--- src/rtl/fifo_ctrl_pkg.sv ---
// Shared definitions for the FIFO controller: default geometry, derived sizes
// and the packed status-flag bundle carried between the controller's processes.
package fifo_ctrl_pkg;

    localparam int BUS_SIZE_DEF   = 4;
    localparam int ADDR_WIDTH_DEF = 2;

    // Capacity is always a power of two so the pointers wrap naturally.
    function automatic int depth_of(input int addr_width);
        return 1 << addr_width;
    endfunction

    // Occupancy needs one bit more than a pointer to represent "completely full".
    function automatic int count_w(input int addr_width);
        return addr_width + 1;
    endfunction

    typedef struct packed {
        logic full;
        logic empty;
        logic almost_full;
        logic almost_empty;
    } fifo_flags_t;

    localparam fifo_flags_t FLAGS_RESET = '{
        full:         1'b0,
        empty:        1'b1,
        almost_full:  1'b0,
        almost_empty: 1'b1
    };

endpackage

--- src/rtl/memoria.sv ---
// Simple dual-port RAM: one write port, one registered read port.
// A read and write to the same address in one cycle returns the old word.
module memoria #(
    parameter int BUS_SIZE   = 4,
    parameter int ADDR_WIDTH = 2
) (
    input  logic                  clk,
    input  logic                  read,
    input  logic                  write,
    input  logic [ADDR_WIDTH-1:0] addressR,
    input  logic [ADDR_WIDTH-1:0] addressW,
    input  logic [BUS_SIZE-1:0]   data_in,
    output logic [BUS_SIZE-1:0]   data_out
);

    localparam int DEPTH = 1 << ADDR_WIDTH;

    logic [BUS_SIZE-1:0] mem_q [DEPTH];
    logic [BUS_SIZE-1:0] data_out_q;

    always_ff @(posedge clk) begin
        if (write) begin
            mem_q[addressW] <= data_in;
        end
    end

    // Non-blocking read of the pre-write contents gives read-before-write.
    always_ff @(posedge clk) begin
        if (read) begin
            data_out_q <= mem_q[addressR];
        end
    end

    assign data_out = data_out_q;

endmodule

--- src/rtl/fifo_ctrl.sv ---
// FIFO controller around memoria: pointer/occupancy tracking, registered
// status flags, a one-cycle read-valid qualifier and a sticky error flag.
module fifo_ctrl
    import fifo_ctrl_pkg::*;
#(
    parameter int BUS_SIZE   = BUS_SIZE_DEF,
    parameter int ADDR_WIDTH = ADDR_WIDTH_DEF
) (
    input  logic                  clk,
    input  logic                  reset_L,
    input  logic                  push,
    input  logic                  pop,
    input  logic [BUS_SIZE-1:0]   data_in,
    input  logic [ADDR_WIDTH:0]   umbral_full,
    input  logic [ADDR_WIDTH:0]   umbral_empty,
    output logic [BUS_SIZE-1:0]   data_out,
    output logic                  valid_out,
    output logic [ADDR_WIDTH:0]   fifo_count,
    output logic                  full,
    output logic                  empty,
    output logic                  almost_full,
    output logic                  almost_empty,
    output logic                  error
);

    localparam int             DEPTH   = depth_of(ADDR_WIDTH);
    localparam int             CW      = count_w(ADDR_WIDTH);
    localparam logic [CW-1:0]  DEPTH_C = CW'(DEPTH);

    logic [ADDR_WIDTH-1:0] wr_ptr_q, wr_ptr_d;
    logic [ADDR_WIDTH-1:0] rd_ptr_q, rd_ptr_d;
    logic [CW-1:0]         count_q, count_d;
    fifo_flags_t           flags_q, flags_d;
    logic                  valid_q, valid_d;
    logic                  error_q, error_d;
    logic                  push_ok, pop_ok;
    logic                  overflow, underflow;

    // A push into a full FIFO is still taken when a pop frees a slot the same cycle.
    always_comb begin
        push_ok   = push & (~flags_q.full | pop);
        pop_ok    = pop & ~flags_q.empty;
        overflow  = push & flags_q.full & ~pop;
        underflow = pop & flags_q.empty;
    end

    always_comb begin
        wr_ptr_d = wr_ptr_q;
        rd_ptr_d = rd_ptr_q;
        count_d  = count_q;

        if (push_ok) begin
            wr_ptr_d = wr_ptr_q + ADDR_WIDTH'(1);
        end
        if (pop_ok) begin
            rd_ptr_d = rd_ptr_q + ADDR_WIDTH'(1);
        end

        unique case ({push_ok, pop_ok})
            2'b10:   count_d = count_q + CW'(1);
            2'b01:   count_d = count_q - CW'(1);
            default: count_d = count_q;
        endcase
    end

    // Flags are derived from the next occupancy so they move with fifo_count.
    always_comb begin
        flags_d              = flags_q;
        flags_d.full         = (count_d == DEPTH_C);
        flags_d.empty        = (count_d == '0);
        flags_d.almost_full  = (count_d >= umbral_full);
        flags_d.almost_empty = (count_d <= umbral_empty);
        valid_d              = pop_ok;
        error_d              = error_q | overflow | underflow;
    end

    always_ff @(posedge clk or negedge reset_L) begin
        if (!reset_L) begin
            wr_ptr_q <= '0;
            rd_ptr_q <= '0;
            count_q  <= '0;
            flags_q  <= FLAGS_RESET;
            valid_q  <= 1'b0;
            error_q  <= 1'b0;
        end else begin
            wr_ptr_q <= wr_ptr_d;
            rd_ptr_q <= rd_ptr_d;
            count_q  <= count_d;
            flags_q  <= flags_d;
            valid_q  <= valid_d;
            error_q  <= error_d;
        end
    end

    memoria #(
        .BUS_SIZE   (BUS_SIZE),
        .ADDR_WIDTH (ADDR_WIDTH)
    ) u_mem (
        .clk      (clk),
        .read     (pop_ok),
        .write    (push_ok),
        .addressR (rd_ptr_q),
        .addressW (wr_ptr_q),
        .data_in  (data_in),
        .data_out (data_out)
    );

    assign valid_out    = valid_q;
    assign fifo_count   = count_q;
    assign full         = flags_q.full;
    assign empty        = flags_q.empty;
    assign almost_full  = flags_q.almost_full;
    assign almost_empty = flags_q.almost_empty;
    assign error        = error_q;

endmodule
--- config.mk ---
export PLATFORM = sky130hd
export DESIGN_NAME = fifo_ctrl
export DESIGN_NICKNAME = d
export VERILOG_FILES = /design/src/rtl/fifo_ctrl_pkg.sv /design/src/rtl/memoria.sv /design/src/rtl/fifo_ctrl.sv
export SDC_FILE = /design/constraint.sdc
export NUM_CORES = 1
export LEC_CHECK = 0
export CAP_MARGIN = 20
export CELL_PAD_IN_SITES_DETAIL_PLACEMENT = 1
export CELL_PAD_IN_SITES_GLOBAL_PLACEMENT = 1
export CORE_MARGIN = 2
export CORE_UTILIZATION = 42
export DETAILED_ROUTE_END_ITERATION = 16
export GPL_TIMING_DRIVEN = 0
export HOLD_SLACK_MARGIN = 0.03
export PLACE_DENSITY_LB_ADDON = 0.08
export SYNTH_ARGS = -nofsm -noshare
export SYNTH_HDL_FRONTEND = slang
export SYNTH_SLANG_ARGS = --single-unit
--- constraint.sdc ---
create_clock -name clk -period 2.92 [get_ports clk]
set_input_delay 0.73 -clock clk [delete_from_list [all_inputs] [get_ports clk]]
set_output_delay 0.73 -clock clk [all_outputs]
set_load 0.01 [all_outputs]
==> flow_metrics.py <==
metrics = {
    "status": {
        "status": "completed",
    },
    "cells_and_area": {
        "areaGrowthSynthToFinish_pct": 29.0,
        "antenna_cells": 0,
        "design_area_sq_um": 1830,
        "fin_util_pct": 55.8,
        "instances_no_fill": 172,
        "fin_nets": 149,
        "drive_above_1_share_pct": 17.5,
        "fill_cells": 327,
    },
    "routing": {
        "ant_nets": 0,
        "vias_per_cell": 4.87,
        "wirelength_um": 2600,
        "dr.pass1.iters": 4,
        "wl_per_cell_um": 15.1,
        "vias": 838,
        "drtIter0Drc": 14,
        "post-route-drc-count": 0,
    },
    "hold_path": {
        "min_from": "error$_DFF_PN0_",
        "hold_depth": 1,
        "hp-class": "flop to flop",
        "min_to": "error$_DFF_PN0_",
    },
    "worst_setup_path": {
        "crit_required_ns": 3.18,
        "critPathArrivalTime_ns": 3.03,
        "cp_slowest_cell": "fa_1",
        "startpoint_type": "input port",
        "ff2ff_path_depth": 10,
        "startpoint": "pop",
        "timing.rr.end": "almost_empty$_DFF_PN1_",
        "cpMostUsedCell": "ha_1",
        "critical_path.cell_chain": "clkbuf_2, nand2b_4, and2_4, inv_1, ha_1, fa_1, mux2_4, ha_1, nor2b_1, o21ai_0, maj3_2",
        "max_stage_delay_ns": 0.48,
        "worstSetupPathType": "input port to flop",
        "r2r-start": "full$_DFF_PN0_",
        "r2r_setup_slack_ns": 0.28,
        "end_kind": "flop",
        "cp_max_fo": 4,
    },
    "cts": {
        "cts_root_buf": "clkbuf_4",
        "clock-sinks": 33,
        "clkLatencyLatePin_ns": 0.33,
        "clockBufferDepth": 2,
        "htree_levels": 2,
        "numCtsBuffers": 5,
        "cts.reportedPaths.clkPinSlew_ns": 0.09,
        "cts_tree": "built",
    },
    "sta": {
        "setup_viol": 0,
        "relSlewSlack_pct": 59.0,
        "fin_hold_ws_ns": 0.493,
        "finalCritPeriodShare_pct": 94.6,
        "hold_viol": 0,
        "report.final.slew_viol_count": 0,
        "fmax_ghz": 0.362,
        "min_period_ns": 2.76,
        "worst_pin_slew_ns": 0.613,
        "rsz0062_at_grt": "false",
        "finalClockSkew_ns": 0.0107,
    },
    "floorplan": {
        "dieArea_sq_um": 3860,
        "dieHeight_um": 62.2,
        "initial_core_util_pct": 43.2,
        "rows": 21,
        "die_x_um": 62.2,
        "top_level_ports": 27,
        "core_sq_um": 3280,
    },
    "yosys": {
        "yosys.area.top_type": "edfxtp_1",
        "synthMostInstantiatedCell": "edfxtp_1",
        "ys_async_sr_fraction_pct": 39.4,
        "avgSynthCellArea_sq_um": 15.6,
        "syn_area_sq_um": 1420,
        "ys_top_cells_by_area": "edfxtp_1 42%, dfrtp_1 19%, ha_1 7.9%, mux4_2 6.3%, dfstp_2 3.7%",
        "yosysSeqAreaShare_pct": 65.4,
        "netlist_instances": 91,
        "ys.flop_type": "edfxtp_1",
        "synth_cell_types": 26,
        "yosysTopAreaCellShare_pct": 42.3,
        "ys_seq_elements": 33,
        "synth.cells.most_frequent": "20 x edfxtp_1, 11 x dfrtp_1, 9 x ha_1",
        "synth_edf_count": 20,
        "synth_nets": 115,
        "synth_warnings": 0,
    },
    "global_routing": {
        "gr-total-overflow": 0,
        "grt_usage_pct": 15.9,
        "grt_pass1_vias": 907,
        "grt_max_degree": 14,
        "antenna_found_initial": 0,
        "grt_pass1_wl_um": 4460,
    },
    "flow_run": {
        "drv_cap": 0,
    },
    "placement": {
        "io_buffers": 26,
        "dp_hpwl_um": 2040,
        "placed_cell_area_sq_um": 1740,
        "dp.cells": 163,
        "place.gp.congestion": 0.723,
    },
    "pwr": {
        "pwr-share-seq_pct": 42.1,
        "power_frac_comb_pct": 39.8,
        "p_int_uw": 1220,
        "netSwitchingFraction_pct": 31.7,
        "power_switching_uw": 567,
        "max-vdd-ir-drop_uv": 427,
        "leakage_uw": 0.000739,
        "clkPwrFrac_pct": 18.1,
        "power.density_nw_per_um2": 978,
    },
}
[placed cells by master (no fill, tap or decap), types with 2 or more instances in the layout]
| cell type | count |
|---|---|
| clkbuf_4 | 5 |
| nand2_1 | 5 |
| xnor2_1 | 6 |
| clkdlybuf4s50_1 | 24 |
| nor2_1 | 2 |
| clkbuf_2 | 2 |
| inv_1 | 8 |
| dfrtp_1 | 11 |
| edfxtp_1 | 20 |
| a21oi_1 | 2 |
| o21ai_0 | 2 |
| ha_1 | 9 |
| mux4_2 | 4 |
| dfstp_2 | 2 |
| and3_1 | 4 |
[critical path: cells and delay by family]
| kind | cells | cell delay (ns) |
|---|---|---|
| fa+ha+maj | 4 | 1.29 |
| mux | 1 | 0.31 |
| buf+inv | 2 | 0.16 |
| compound gates | 1 | 0.09 |
| simple gates | 3 | 0.44 |
[logic make-up after synthesis]
family / Yosys count / synth area share (%)
AOI/OAI and AO/OA: 8 / 3.79
xor gates and xnor gates: 7 / 4.32
adders and majority gates: 11 / 10.1
buffers and inverters: 9 / 2.47
DFF: 33 / 65.4
muxes: 5 / 7.14
and+or+nand+nor: 18 / 6.78
[power by group through the flow]
stage / Combinational (uW) / Clock (uW) / Sequential [uW]
2_1_floorplan: 419 / 0 / 773
3_3_place_gp: 676 / 0 / 754
3_5_place_dp: 711 / 0 / 765
4_1_cts: 729 / 336 / 758
5_1_grt: 799 / 357 / 775
6_report: 713 / 323 / 755
[state kept, by name, indices dropped and copies added (netlist names), 2 cells and up]
| name | count |
|---|---|
| rd_ptr_q | 2 |
| u_mem.data_out | 4 |
| u_mem.mem_q | 16 |
| fifo_count | 3 |
| wr_ptr_q | 2 |
[metrics by stage]
step                total power, uW  setup WS, ns  setup TNS (ns)
finish                         1790         0.158               0
global route                   1930        0.0740               0
CTS                            1820        0.0238               0
detailed placement             1480        -0.769           -2.21
global placement               1430        -0.691           -1.86
floorplan                      1190        0.0273               0
[final cells by class]
cell class	instances	area, sq um	share of cell area (%)
Sequential cell	33	928	50.7
Timing Repair Buffer	27	258	14.1
Clock inverter	2	33.8	1.84
Multi-Input combinational cell	49	478	26.1
Tap cell	46	57.6	3.14
Buffer	1	5.00	0.273
Inverter	8	30.0	1.64
Clock buffer	6	41.3	2.25
[per-layer routing]
layer	GRT usage, %	up-vias	part of all wire (%)
met5	0	-	0
met4	7.50	0	2.1
met3	5.62	6	4.7
met2	26.2	20	51
met1	18.6	421	42
li1	-	391	-
[how the worst max path moves through the flow]
| stage | endpoint | slack, ns | depth (start not counted) |
|---|---|---|---|
| after floorplan | almost_empty$_DFF_PN1_ | 0.03 | 10 |
| after global placement | almost_empty$_DFF_PN1_ | -0.69 | 11 |
| after detailed placement | almost_empty$_DFF_PN1_ | -0.77 | 11 |
| after CTS | almost_empty$_DFF_PN1_ | 0.02 | 11 |
| after global routing | almost_empty$_DFF_PN1_ | 0.07 | 11 |
| final | almost_empty$_DFF_PN1_ | 0.16 | 11 |
[repair_timing]
item / 4_1_cts / 5_1_grt
buffers inserted: 1 / 0
hold endpoints to repair: 0 / 0
hold buffers: 0 / 0
endpoints found under the setup margin: 2 / 2
gates cloned: 0 / 0
gates resized for setup: 7 / 4
Note: power is estimated with default switching activity, not from simulation.
